==> src/rtl/gate_quiz_ctrl_pkg.sv <==
// Shared definitions for the gate quiz controller: FSM states, gate-op codes
// and the LFSR step used to choose the next hidden gate.
package gate_quiz_ctrl_pkg;

    typedef enum logic [2:0] {
        ST_IDLE,
        ST_PICK,
        ST_PLAY,
        ST_BLANK,
        ST_DONE
    } state_t;

    typedef enum logic [2:0] {
        OP_AND     = 3'd0,
        OP_OR      = 3'd1,
        OP_NAND    = 3'd2,
        OP_NOR     = 3'd3,
        OP_XOR     = 3'd4,
        OP_XNOR    = 3'd5,
        OP_IMPLY   = 3'd6,
        OP_INHIBIT = 3'd7
    } gate_op_t;

    localparam logic [7:0] LFSR_SEED = 8'h01;

    // x^8 + x^6 + x^5 + x^4 + 1, maximal length, so a nonzero seed never reaches zero
    function automatic logic [7:0] lfsr_next(input logic [7:0] v);
        return {v[6:0], v[7] ^ v[5] ^ v[4] ^ v[3]};
    endfunction

endpackage

==> src/rtl/gate_op_eval.sv <==
// Combinational evaluator for the eight two-input gate operations the quiz
// can hide behind the player's operands.
module gate_op_eval
    import gate_quiz_ctrl_pkg::*;
(
    input  logic [2:0] op,
    input  logic       a,
    input  logic       b,
    output logic       y
);

    always_comb begin
        y = 1'b0;
        case (gate_op_t'(op))
            OP_AND:     y = a & b;
            OP_OR:      y = a | b;
            OP_NAND:    y = ~(a & b);
            OP_NOR:     y = ~(a | b);
            OP_XOR:     y = a ^ b;
            OP_XNOR:    y = ~(a ^ b);
            OP_IMPLY:   y = ~a | b;
            OP_INHIBIT: y = a & ~b;
            default:    y = 1'b0;
        endcase
    end

endmodule

==> src/rtl/gate_quiz_ctrl.sv <==
// Gate-guessing game controller: hides one of NUM_GATES logic gates, lets the
// player probe it through in1/in2, and scores one-hot guesses with a miss penalty.
module gate_quiz_ctrl
    import gate_quiz_ctrl_pkg::*;
#(
    parameter int NUM_GATES    = 8,
    parameter int BLANK_CYCLES = 50_000_000
)
(
    input  logic                 clk,
    input  logic                 reset,
    input  logic                 start,
    input  logic                 in1,
    input  logic                 in2,
    input  logic                 switch_select,
    input  logic                 confirm_select,
    output logic                 outwire,
    output logic [NUM_GATES-1:0] selected_gate,
    output logic [NUM_GATES-1:0] current_gate,
    output logic [NUM_GATES-1:0] completed_gate,
    output logic                 timer_en,
    output logic                 vga_blankout,
    output logic [7:0]           miss_count,
    output logic                 round_done
);

    localparam int                   BW         = (BLANK_CYCLES > 1) ? $clog2(BLANK_CYCLES) : 1;
    localparam logic [BW-1:0]        BLANK_LAST = BW'(BLANK_CYCLES - 1);
    localparam logic [NUM_GATES-1:0] FULL_MASK  = '1;
    localparam logic [2:0]           LAST_IDX   = 3'(NUM_GATES - 1);

    state_t               state, state_n;
    logic                 start_q, switch_q, confirm_q;
    logic                 start_ev, switch_ev, confirm_ev;
    logic [7:0]           lfsr;
    logic [2:0]           scan_idx, scan_idx_n;
    logic [2:0]           cur_idx, cur_idx_n;
    logic                 cur_valid, cur_valid_n;
    logic [NUM_GATES-1:0] sel_n, done_n;
    logic [7:0]           miss_n;
    logic [BW-1:0]        blank_cnt, blank_cnt_n;
    logic [7:0]           done_pad;
    logic [2:0]           pick_start;
    logic                 op_y;

    assign start_ev   = start & ~start_q;
    assign switch_ev  = switch_select & ~switch_q;
    assign confirm_ev = confirm_select & ~confirm_q;

    assign done_pad   = 8'(completed_gate);
    assign pick_start = 3'(lfsr % 8'(NUM_GATES));

    assign current_gate = cur_valid ? NUM_GATES'(8'b1 << cur_idx) : '0;
    assign timer_en     = (state == ST_PICK) || (state == ST_PLAY) || (state == ST_BLANK);
    assign vga_blankout = (state == ST_BLANK);
    assign round_done   = (state == ST_DONE);

    gate_op_eval u_op (
        .op (cur_idx),
        .a  (in1),
        .b  (in2),
        .y  (op_y)
    );

    always_comb begin
        state_n     = state;
        scan_idx_n  = scan_idx;
        cur_idx_n   = cur_idx;
        cur_valid_n = cur_valid;
        sel_n       = selected_gate;
        done_n      = completed_gate;
        miss_n      = miss_count;
        blank_cnt_n = blank_cnt;

        // Rotation uses the registered selection, so a same-cycle confirm is judged pre-rotation
        if (switch_ev && (state == ST_PLAY || state == ST_BLANK)) begin
            sel_n = {selected_gate[NUM_GATES-2:0], selected_gate[NUM_GATES-1]};
        end

        case (state)
            ST_IDLE, ST_DONE: begin
                if (start_ev) begin
                    state_n     = ST_PICK;
                    done_n      = '0;
                    miss_n      = '0;
                    sel_n       = NUM_GATES'(1);
                    cur_valid_n = 1'b0;
                    scan_idx_n  = pick_start;
                end
            end
            ST_PICK: begin
                if (!done_pad[scan_idx]) begin
                    cur_idx_n   = scan_idx;
                    cur_valid_n = 1'b1;
                    state_n     = ST_PLAY;
                end else begin
                    scan_idx_n = (scan_idx == LAST_IDX) ? 3'd0 : scan_idx + 3'd1;
                end
            end
            ST_PLAY: begin
                if (confirm_ev) begin
                    if (selected_gate == current_gate) begin
                        done_n      = completed_gate | current_gate;
                        cur_valid_n = 1'b0;
                        if (done_n == FULL_MASK) begin
                            state_n = ST_DONE;
                        end else begin
                            state_n    = ST_PICK;
                            scan_idx_n = pick_start;
                        end
                    end else begin
                        if (miss_count != 8'hFF) begin
                            miss_n = miss_count + 8'd1;
                        end
                        blank_cnt_n = '0;
                        state_n     = ST_BLANK;
                    end
                end
            end
            ST_BLANK: begin
                if (blank_cnt == BLANK_LAST) begin
                    state_n = ST_PLAY;
                end else begin
                    blank_cnt_n = blank_cnt + BW'(1);
                end
            end
            default: state_n = ST_IDLE;
        endcase
    end

    // Edge registers reset high so a level already asserted at reset release is not an event
    always_ff @(posedge clk) begin
        if (reset) begin
            state          <= ST_IDLE;
            start_q        <= 1'b1;
            switch_q       <= 1'b1;
            confirm_q      <= 1'b1;
            lfsr           <= LFSR_SEED;
            scan_idx       <= '0;
            cur_idx        <= '0;
            cur_valid      <= 1'b0;
            selected_gate  <= NUM_GATES'(1);
            completed_gate <= '0;
            miss_count     <= '0;
            blank_cnt      <= '0;
            outwire        <= 1'b0;
        end else begin
            state          <= state_n;
            start_q        <= start;
            switch_q       <= switch_select;
            confirm_q      <= confirm_select;
            lfsr           <= lfsr_next(lfsr);
            scan_idx       <= scan_idx_n;
            cur_idx        <= cur_idx_n;
            cur_valid      <= cur_valid_n;
            selected_gate  <= sel_n;
            completed_gate <= done_n;
            miss_count     <= miss_n;
            blank_cnt      <= blank_cnt_n;
            outwire        <= (cur_valid && state != ST_BLANK) ? op_y : 1'b0;
        end
    end

endmodule

==> config.mk <==
export PLATFORM = sky130hd
export DESIGN_NAME = gate_quiz_ctrl
export DESIGN_NICKNAME = d
export VERILOG_FILES = /design/src/rtl/gate_quiz_ctrl_pkg.sv /design/src/rtl/gate_op_eval.sv /design/src/rtl/gate_quiz_ctrl.sv
export SDC_FILE = /design/constraint.sdc
export NUM_CORES = 1
export LEC_CHECK = 0
export ABC_AREA = 1
export CAP_MARGIN = 15
export CELL_PAD_IN_SITES_DETAIL_PLACEMENT = 0
export CELL_PAD_IN_SITES_GLOBAL_PLACEMENT = 2
export CORE_ASPECT_RATIO = 0.7
export CORE_MARGIN = 2
export CORE_UTILIZATION = 28
export CTS_CLUSTER_SIZE = 40
export DETAILED_ROUTE_END_ITERATION = 6
export PLACE_DENSITY_LB_ADDON = 0.1
export SLEW_MARGIN = 20
export SYNTH_ARGS = -nofsm -noshare
export SYNTH_HDL_FRONTEND = slang
export SYNTH_HIERARCHICAL = 1
export SYNTH_SLANG_ARGS = --single-unit
==> constraint.sdc <==
create_clock -name clk -period 2.1 [get_ports clk]
set_input_delay 0.42 -clock clk [delete_from_list [all_inputs] [get_ports clk]]
set_output_delay 0.42 -clock clk [all_outputs]
set_load 0.02 [all_outputs]
# Word-level counts from Yosys, hierarchy flattened
# Index checks and enable logic that the tools add are counted.
totals:
  reg_bits: 72
  inputBits: 7
  output_inout_bits: 36
classes:
  addsub: 3
  n_lt_le_gt_ge: 1
  eq_ne: 27
  shifts: 1
  n_mux: 38
  bitwise_logic: 22
  n_reduce_logical: 19
ops:
  columns: ["operator", "n"]
  rows:
  - ["8-bit 2-to-1 mux", 10]
  - ["26-bit 2-to-1 mux", 3]
  - ["26-bit case mux with 2 select lines", 1]
  - ["3-bit 2-to-1 mux", 12]
  - ["8-bit case mux with 2 select lines", 2]
  - ["26-bit by 1-bit adder with 26-bit output, second input constant", 1]
  - ["26-bit equality test, second input constant", 1]
  - ["3-bit equality test, second input constant", 6]
  - ["3-bit by 2-bit equality test with 1-bit output, second input constant", 4]
  - ["2-bit != test, second input constant", 6]
  - ["3-bit case mux with 4 select lines", 1]
  - ["4-bit AND reduction", 3]
  - ["1-bit NOT", 10]
  - ["5-bit AND reduction", 2]
  - ["3-bit case mux with 3 select lines", 1]
  - ["8-bit by 1-bit adder with 8-bit output, second input constant", 1]
  - ["8-bit equality test", 1]
  - ["8-bit equality test, second input constant", 1]
  - ["2-bit by 1-bit != test with 1-bit output, second input constant", 4]
  - ["8-bit != test, second input constant", 1]
  - ["8-bit bitwise OR", 1]
  - ["1-bit case mux with 8 select lines", 1]
  - ["1-bit by 3-bit << shifter with 8-bit output, first input constant", 1]
  - ["3-bit by 1-bit equality test with 1-bit output, second input constant", 2]
  - ["other kinds (17)", 35]

# Logic depth before layout (Yosys ltp)
# Gate-level depths: netlist (run 1).
logic_depth:
  word_depth: 8
  ltp_mapped: 15
  mapped_depth_nobuf: 15

# By module
# Netlist (run 1), hierarchy kept.
modules_own_cells:
  columns: ["mod", "instances", "cells_each", "area_per_inst_um2", "seq_area_each_um2"]
  rows:
  - ["gate_quiz_ctrl", 1, 643, 4091.4, 1441.4]
  - ["gate_op_eval", 1, 26, 130.1, 0.0]

# Worst setup path before layout (run 1)
# OpenSTA, ideal clock, no wires.
synth_path:
  path_type: "register to register"
  start: "register cur_idx[2]"
  end: "register scan_idx[0]"
  t_arrival_ps: 1802
  setup_slack_ps: 185
  stages_incl_launch_ff: 14
  n_path_buf: 0
  synth_period_minus_slack_ps: 1915
  path_cell_list: "dfxtp_1 nand2_2 nor2_1 nand2_1 nand2_1 nand2_1 nor2_2 nand2_1 nand2_2 nand2_1 nor2_2 nand2_1 nand2_1 nor2_1"
synth_between:
  elab_chain_cells: 6
  elab_cells_between_ends: 8
  cone_classes: "eq/ne: 4; shift: 1; mux: 1; bitwise: 1; reduce/logical: 1"
synth_lines:
  columns: ["element", "line", "rtl"]
  rows:
  - ["start: declaration", "gate_quiz_ctrl.sv:37", "logic [2:0] cur_idx, cur_idx_n;"]
  - ["start signal: assignment", "gate_quiz_ctrl.sv:154", "cur_idx <= cur_idx_n;"]
  - ["1-bit by 3-bit << shifter with 8-bit output (*)", "gate_quiz_ctrl.sv:53", "assign current_gate = cur_valid ? NUM_GATES'(8'b1 << cur_idx) : '0;"]
  - ["8-bit 2-to-1 mux (*)", "gate_quiz_ctrl.sv:53", null]
  - ["named net current_gate[5]", "gate_quiz_ctrl.sv:19", "output logic [NUM_GATES-1:0] current_gate,"]
  - ["8-bit bitwise OR", "gate_quiz_ctrl.sv:103", "done_n = completed_gate | current_gate;"]
  - ["8-bit equality test", "gate_quiz_ctrl.sv:105", "if (done_n == FULL_MASK) begin"]
  - ["2-bit != test (no line)", null, null]
  - ["6-bit AND reduction (no line) (*)", null, null]
  - ["end signal: assignment", "gate_quiz_ctrl.sv:153", "scan_idx <= scan_idx_n;"]
  - ["end: declaration", "gate_quiz_ctrl.sv:36", "logic [2:0] scan_idx, scan_idx_n;"]
# Mark *: on every way through the listed nets, which the timed path passes. The rest lies on a longest branch.
# A chain may end at the register's enable or synchronous reset.

# Worst setup path after layout (run 1)
layout_path:
  start: "register cur_valid"
  end: "output current_gate[0]"
layout_between:
  elab_chain_cells: 1
layout_lines:
  columns: ["element", "line", "rtl"]
  rows:
  - ["start: declaration", "gate_quiz_ctrl.sv:38", "logic cur_valid, cur_valid_n;"]
  - ["start signal: assignment", "gate_quiz_ctrl.sv:155", "cur_valid <= cur_valid_n;"]
  - ["8-bit 2-to-1 mux", "gate_quiz_ctrl.sv:53", null]
  - ["end: declaration", "gate_quiz_ctrl.sv:19", null]
# Every way passes these cells.

==> impl_metrics.tcl, run 1 <==
set metrics [dict create \
    fin_skew_ns 0.006439 \
    finalSetupViolCount 0 \
    cp.required_ns 1.68 \
    crit_path_start_kind "register" \
    irDropWorstVdd_v 0.0004217 \
    drc 0 \
    slowest_delay_ns 0.35 \
    cts_setup_buffers 0 \
    max_freq_ghz 0.5096 \
    p_leak_uw 0.002171 \
    cp-end-kind "output port" \
    cts_hold_buf 0 \
    final_nets 758 \
    maxSlewViolCount 0 \
    cts_htree_levels 3 \
    dieArea_mm2 0.01609 \
    p_total_uw 5862 \
    grt-ovfl-total 0 \
    synthFlopType "dfxtp_1" \
    synth-seq-cells 72 \
    r2r_start "cur_idx[0]" \
    cp.arrival_ns 1.54 \
    via_count 4379 \
    crit_fanout 7 \
    drt-initial-drc-count 264 \
    start_util_pct 28.68 \
    chipWidth_um 150.8 \
    tightest_slew_ns 0.5073 \
    power_density_mw_per_mm2 1072 \
    drive_gt1_share_pct 12.82 \
    grt.total_usage_pct 17.13 \
    synth_nets 683 \
    dieHeight_um 106.7 \
    clkTransAtPathRegs_ns 0.06 \
    final_area_mm2 0.005468 \
    cap_violations 0 \
    syn_avg_cell_area_um2 6.310 \
    crit_type "reg -> out" \
    rsz0062_at_grt "no" \
    vias_per_cell 4.639 \
    grt_pass1_vias 3895 \
    antenna_found_initial 0 \
    slew_headroom_pct 65.92 \
    setup_tns_ns 0 \
    yosysSeqAreaShare_pct 34.14 \
    dp.cells 928 \
    cts_sinks 72 \
    ant_nets 0 \
    clock_latency_ns 0.33 \
    hold_viol 0 \
    cts_tree "done" \
    layout.cells.non_filler 944 \
    place.gp.congestion 0.8124 \
    synth_area_mm2 0.004222 \
    rows 37 \
    cts_buffer_depth 2 \
    core-area_mm2 0.01472 \
    io_pins 43 \
    min_from "lfsr[6]" \
    status "completed" \
    register_area_mm2 0.001448 \
    port_buffers 42 \
    routed_wl_mm 13.40 \
    dp_hpwl_mm 10.24 \
    wl_per_cell_um 14.19 \
    finalCritPeriodShare_pct 93.44 \
    synth.distinct_cells 34 \
    grt_pass1_wl_mm 21.27 \
    worstSetupStartpoint "cur_valid" \
    synth_cells 669 \
    n_fill_cell 1583 \
    clockRootBuffer "clkbuf_16" \
    place_area_mm2 0.005141 \
    multi_input_area_mm2 0.002379 \
    grt_max_degree 27 \
    cp_slowest_cell "dfxtp_2" \
    cp_common_cell "inv_1" \
    synth_enable_flop_cells 0 \
    synth_warnings 6 \
    area_growth_pct 29.52 \
    cts_made_buffers 9 \
    finalCriticalPeriod_ns 1.962 \
    dr.pass1.iters 7 \
    path_cells "inv_1 > nor2_4 > nand2_1 > inv_1 > dlygate4sd2_1" \
    ys_async_sr_fraction_pct 0 \
    diodes 0 \
    hold_class "reg -> reg" \
]
[worst max-delay path, delay by kind of cell, from the launching register on]
kind | cells | cell delay, ns
buffers and inverters | 3 | 0.49
and+or+nand+nor | 2 | 0.39
DFF | 1 | 0.35
[Yosys cell counts (2+ instances only)]
master,count,area share (%)
nor3_1,10,1.2
o211ai_1,4,0.71
nor2_2,5,0.74
nand3_2,3,0.71
clkbuf_1,10,0.89
nand2_1,168,15
o21bai_1,2,0.36
or2_2,5,0.74
xor2_1,4,0.83
xnor2_1,6,1.2
inv_1,86,7.6
nand2_2,6,0.89
nor4_1,3,0.44
nand4_1,16,2.4
inv_2,4,0.36
nor2_1,92,8.2
buf_2,4,0.47
o21ai_0,40,4.7
nand3_1,45,5.3
a21oi_1,64,7.6
buf_6,2,0.53
dfxtp_1,72,34
ha_1,7,2.1
[area by class of cell]
cell class / instances / area share [%]
Tap cell: 195 / 4.462
Inverter: 91 / 6.293
Timing Repair Buffer: 81 / 13.78
Multi-Input combinational cell: 489 / 43.50
Clock buffer: 12 / 4.508
Sequential cell: 72 / 26.48
Clock inverter: 4 / 0.9840
[registers in the layout (all words and copies together), names as in the netlist]
| signal | cells |
|---|---|
| lfsr | 8 |
| switch_q | 1 |
| outwire | 1 |
| state | 3 |
| confirm_q | 1 |
| scan_idx | 3 |
| completed_gate | 8 |
| cur_valid | 1 |
| blank_cnt | 26 |
| selected_gate | 8 |
| start_q | 1 |
| cur_idx | 3 |
| miss_count | 8 |
[routing by layer]
metal	share of wire, %	global-route usage (%)
met1	58	28.63
met2	36	21.46
met3	5.0	3.830
met4	0.49	3.204
met5	0	0
[placed cells by master, fill, tap and decap left out, drive strengths merged]
master / instances
bufinv: 1
dlymetal6s2s: 1
a31oi: 2
clkinvlp: 2
xor2: 4
dfxtp: 72
clkbuf: 12
o21ai: 42
clkdlybuf4s50: 31
dlygate4sd2: 10
ha: 7
nand2: 175
clkinv: 1
buf: 39
inv: 91
xnor2: 6
nand4: 16
nor3: 12
a21oi: 64
nor2: 98
o211ai: 4
nor4: 3
o21bai: 2
or2: 5
nand3: 49
[per-stage QoR]
step | setup slack (ns) | hold slack (ns) | utilization [%]
after floorplan | 0.1852 | 0.3883 | -
after global placement | 0.03235 | 0.3983 | 34.92
after detailed placement | 0.03587 | 0.4016 | 34.92
after CTS | 0.04170 | 0.4107 | 36.92
after global routing | 0.003713 | 0.4278 | 37.14
final | 0.1377 | 0.4059 | 37.14
[path summary, 6_finish.rpt]
path | end | slack (ns) | depth (start not counted)
worst min-delay path | lfsr[7] | 0.41 | 2
worst min register to register | lfsr[7] | 0.41 | 2
worst max-delay path | current_gate[0] | 0.14 | 5
worst max register to register | blank_cnt[1] | 0.20 | 13
[kinds of logic after synthesis]
logic type                 share of synthesized area [%]
adders and majority gates                          2.075
and+or+nand+nor                                    37.11
DFF                                                34.14
AOI/OAI and AO/OA                                  14.37
xor gates and xnor gates                           2.075
buffers and inverters                              10.23
[timing repair]
item,CTS,global route
setup endpoints to repair,10,32
cloned,0,0
gates resized for setup,14,11
hold endpoints to repair,0,0
pin swaps,0,1
[power breakdown]
part / leakage [uW] / internal, uW / switching (uW)
logic: 0.00144 / 937 / 1550
clock network: 0.000139 / 956 / 601
registers: 0.000587 / 1580 / 240
(Power assumes the default switching activity.)
==> run 2: changes to the inputs <==
clock period = 2.4 ns   (was 2.1 ns; I/O delays follow)
==> impl_metrics.tcl, run 2 (same netlist as run 1, synthesis figures left out) <==
set metrics [dict create \
    tightest_slew_ns 0.5344 \
    clockRootBuffer "clkbuf_16" \
    dieHeight_um 106.7 \
    cp.required_ns 1.92 \
    cts_made_buffers 9 \
    io_pins 43 \
    fin_ws_ns 0.1220 \
    drive_gt1_share_pct 9.615 \
    start_util_pct 28.68 \
    dp_hpwl_mm 10.20 \
    hold_class "reg -> reg" \
    min_to "lfsr[7]" \
    wl_per_cell_um 14.58 \
    n_fill_cell 1612 \
    irDropWorstVdd_v 0.0004207 \
    setup_tns_ns 0 \
    dieArea_mm2 0.01609 \
    r2r_start "cur_valid" \
    port_buffers 42 \
    grt_pass1_vias 3782 \
    fin_skew_ns 0.004454 \
    maxSlewViolCount 0 \
    crit_type "reg -> out" \
    final_nets 737 \
    rows 37 \
    cap_violations 0 \
    clock_latency_ns 0.33 \
    min_from "lfsr[6]" \
    cts_buffer_depth 2 \
    top_register "blank_cnt" \
    cts_sinks 72 \
    drt-initial-drc-count 273 \
    r2r_cells 14 \
    final_area_mm2 0.005315 \
    clkTransAtPathRegs_ns 0.06 \
    grt_max_degree 29 \
    place.gp.congestion 0.8211 \
    p_total_uw 5286 \
    routed_wl_mm 13.45 \
    largest_reg_flops 26 \
    final_common_cell "nand2_1" \
    dr.pass1.iters 4 \
    place_area_mm2 0.004938 \
    layout_common_cells "167 x nand2_1, 90 x nor2_1, 86 x inv_1, 70 x dfxtp_1, 64 x a21oi_1" \
    cts_htree_levels 3 \
    vias_per_cell 4.601 \
    via_count 4247 \
    max_freq_ghz 0.4390 \
    ant_nets 0 \
    drc 0 \
    reg2reg_slack_ns 0.24 \
    cp-end-kind "output port" \
    grt-ovfl-total 0 \
    holdPathStages 2 \
    finalCriticalPeriod_ns 2.278 \
    grt.total_usage_pct 17.38 \
    crit_path_start_kind "register" \
    diodes 0 \
    finalSetupViolCount 0 \
    slew_headroom_pct 64.04 \
    pre_cts_slack_ns 0.2317 \
    core-area_mm2 0.01472 \
    power_density_mw_per_mm2 994.5 \
    cts_tree "done" \
    p_leak_uw 0.002066 \
    antenna_found_initial 0 \
    cts_hold_buf 0 \
    area_growth_pct 25.90 \
    holdWs_ns 0.4103 \
    finalCritPeriodShare_pct 94.91 \
    rsz0062_at_grt "no" \
    chipWidth_um 150.8 \
    crit_fanout 4 \
    cp.arrival_ns 1.80 \
    hold_viol 0 \
    timing.rr.end "blank_cnt[17]" \
    grt_pass1_wl_mm 21.56 \
    status "completed" \
]
==> run 2: cell types whose count changed in the layout (fill, tap and decap cells not counted), moves of 2 or more <==
cell | before | now
bufinv_16 | 1 | 3
dlygate4sd2_1 | 10 | 1
nor2_4 | 3 | 1
clkbuf_1 | 2 | 0
clkdlybuf4s50_1 | 31 | 39
buf_12 | 4 | 1
dfxtp_2 | 5 | 2
buf_4 | 35 | 17
dfxtp_1 | 67 | 70
==> run 2: cell type report <==
class	instances	area (um2)	share of cell area (%)
well taps	195	244.0	4.590
multi-input cells	489	2356	44.33
repair buffers	60	571.8	10.76
clock inverters	5	102.6	1.930
clock buffers	11	252.7	4.755
inverters	91	344.1	6.474
flip-flops and latches	72	1444	27.17
==> run 2: routing by layer <==
metal | track usage [%] | part of all wire (%) | wire [um]
met4 | 2.804 | 0.34 | 46
met1 | 29.78 | 61 | 8182
met3 | 3.957 | 3.6 | 487
met5 | 0 | 0 | 0
met2 | 21.01 | 35 | 4739
==> run 2: timing repair <==
action	CTS	global route
endpoints found under the setup margin	2	4
pin swaps	0	1
endpoints found under the hold margin	0	0
resized for setup	2	6
setup buffers	0	1
==> run 2: stage by stage <==
stage          instances  util [%]
2_1_floorplan        669         -
3_3_place_gp         906     33.55
3_5_place_dp         906     33.55
4_1_cts              922     35.96
5_1_grt              923     36.10
6_report             923     36.10
==> run 2: critical path, cell delays in order, from the launching register on <==
cell,delay (ns)
dfxtp_1,0.36
nor2_1,0.22
inv_1,0.13
nor2_1,0.14
clkdlybuf4s50_1,0.62
==> run 2: worst max path at each step <==
stage	startpoint	to	slack, ns
3_5_place_dp	start	miss_count[7]	0.23
3_3_place_gp	confirm_select	scan_idx[1]	0.22
6_report	state[1]	round_done	0.12
4_1_cts	cur_idx[2]	current_gate[4]	0.004
2_1_floorplan	cur_idx[2]	scan_idx[0]	0.49
5_1_grt	cur_valid	blank_cnt[3]	0.01
==> run 2: power breakdown <==
part           leakage [uW]  internal (uW)  switching, uW
Sequential         0.000586           1380            232
Clock              0.000172           1070            535
Combinational       0.00131            745           1330
==> run 3: changes to the inputs <==
clock period = 2.35 ns   (was 2.4 ns; I/O delays follow)
==> impl_metrics.tcl, run 3 (same netlist as run 1, synthesis figures left out) <==
set metrics [dict create \
    status "completed" \
    p_leak_uw 0.002046 \
    fin_skew_ns 0.006713 \
    max_freq_ghz 0.4332 \
    drive_gt1_share_pct 9.615 \
    io_pins 43 \
    grt_pass1_wl_mm 21.40 \
    crit_type "reg -> out" \
    cp.required_ns 1.88 \
    holdWs_ns 0.4090 \
    drc 0 \
    tightest_slew_ns 0.6200 \
    grt-ovfl-total 0 \
    top_register "blank_cnt" \
    ant_nets 0 \
    cts_made_buffers 9 \
    rsz0062_at_grt "yes" \
    cts_buffer_depth 2 \
    largest_reg_flops 26 \
    clock_latency_ns 0.34 \
    final_nets 737 \
    cp_slowest_cell "clkdlybuf4s50_1" \
    clockRootBuffer "clkbuf_16" \
    cp.arrival_ns 1.84 \
    antenna_found_initial 0 \
    path_cells "nor2_1 > inv_1 > nor2_1 > clkdlybuf4s50_1" \
    core-area_mm2 0.01472 \
    vias_per_cell 4.676 \
    crit_fanout 4 \
    finalSetupViolCount 0 \
    n_fill_cell 1605 \
    clkTransAtPathRegs_ns 0.06 \
    cts_sinks 72 \
    slowest_delay_ns 0.64 \
    cts_hold_buf 0 \
    slew_headroom_pct 58.67 \
    wl_per_cell_um 14.63 \
    grt_pass1_vias 3898 \
    crit_path_start_kind "register" \
    grt_max_degree 31 \
    hold_viol 0 \
    worstSetupStartpoint "state[1]" \
    cts_setup_buffers 0 \
    start_util_pct 28.68 \
    area_growth_pct 25.04 \
    r2r_start "blank_cnt[0]" \
    cp-end-kind "output port" \
    multi_input_area_mm2 0.002354 \
    cp_common_cell "nor2_1" \
    finalCriticalPeriod_ns 2.308 \
    diodes 0 \
    finalCritPeriodShare_pct 98.23 \
    power_density_mw_per_mm2 979.7 \
    final_common_cell "nand2_1" \
    dp_hpwl_mm 10.15 \
    dieHeight_um 106.7 \
    min_from "lfsr[6]" \
    routed_wl_mm 13.51 \
    layout_common_cells "167 x nand2_1, 91 x nor2_1, 86 x inv_1, 69 x dfxtp_1, 64 x a21oi_1" \
    cts_htree_levels 3 \
    dieArea_mm2 0.01609 \
    place.gp.congestion 0.8067 \
    cts_tree "done" \
    hold_class "reg -> reg" \
    grt.total_usage_pct 17.45 \
    cts_resized 5 \
    irDropWorstVdd_v 0.0003641 \
    maxSlewViolCount 0 \
    rows 37 \
    p_total_uw 5172 \
    chipWidth_um 150.8 \
    cap_violations 0 \
    port_buffers 42 \
    drt-initial-drc-count 233 \
    via_count 4316 \
    dr.pass1.iters 7 \
    register_area_mm2 0.001445 \
]
==> run 3: routing by layer <==
metal / vias to the layer above / part of all wire (%) / global-route usage (%)
li1: 2261 / - / -
met1: 1963 / 59 / 28.95
met2: 77 / 35 / 22.01
met3: 15 / 4.3 / 3.489
met4: 0 / 0.98 / 4.139
met5: - / 0 / 0
==> run 3: area by class of cell <==
type | instances | share of cell area, %
Inverter | 91 | 6.518
Clock buffer | 11 | 4.788
Clock inverter | 5 | 1.043
Timing Repair Buffer | 60 | 11.07
Multi-Input combinational cell | 489 | 44.58
Tap cell | 195 | 4.622
Sequential cell | 72 | 27.38
==> run 3: critical path: cells and delay by family, from the launching register on <==
kind	cells	cell delay, ns
and+or+nand+nor	2	0.37
DFF	1	0.36
buffers and inverters	2	0.77
==> run 3: worst paths after layout <==
check | endpoint | slack [ns] | depth (start not counted)
min reg2reg | lfsr[7] | 0.41 | 2
max | round_done | 0.04 | 4
max reg2reg | state[2] | 0.30 | 12
min | lfsr[7] | 0.41 | 2
==> run 3: stage by stage <==
step | utilization [%] | std cells | TNS (ns) | area [um2] | setup slack [ns]
6_report | 35.86 | 923 | 0 | 5279 | 0.04158
5_1_grt | 35.86 | 923 | -0.005974 | 5279 | -0.005974
4_1_cts | 35.82 | 923 | 0 | 5273 | 0.02118
3_5_place_dp | 33.68 | 907 | 0 | 4959 | 0.1576
3_3_place_gp | 33.68 | 907 | 0 | 4959 | 0.1728
2_1_floorplan | - | 669 | 0 | 4222 | 0.4352
==> run 3: where the power goes <==
part           internal [uW]  total [uW]  switching, uW
registers               1410        1640            233
logic                    760        2100           1340
clock network            876        1430            555
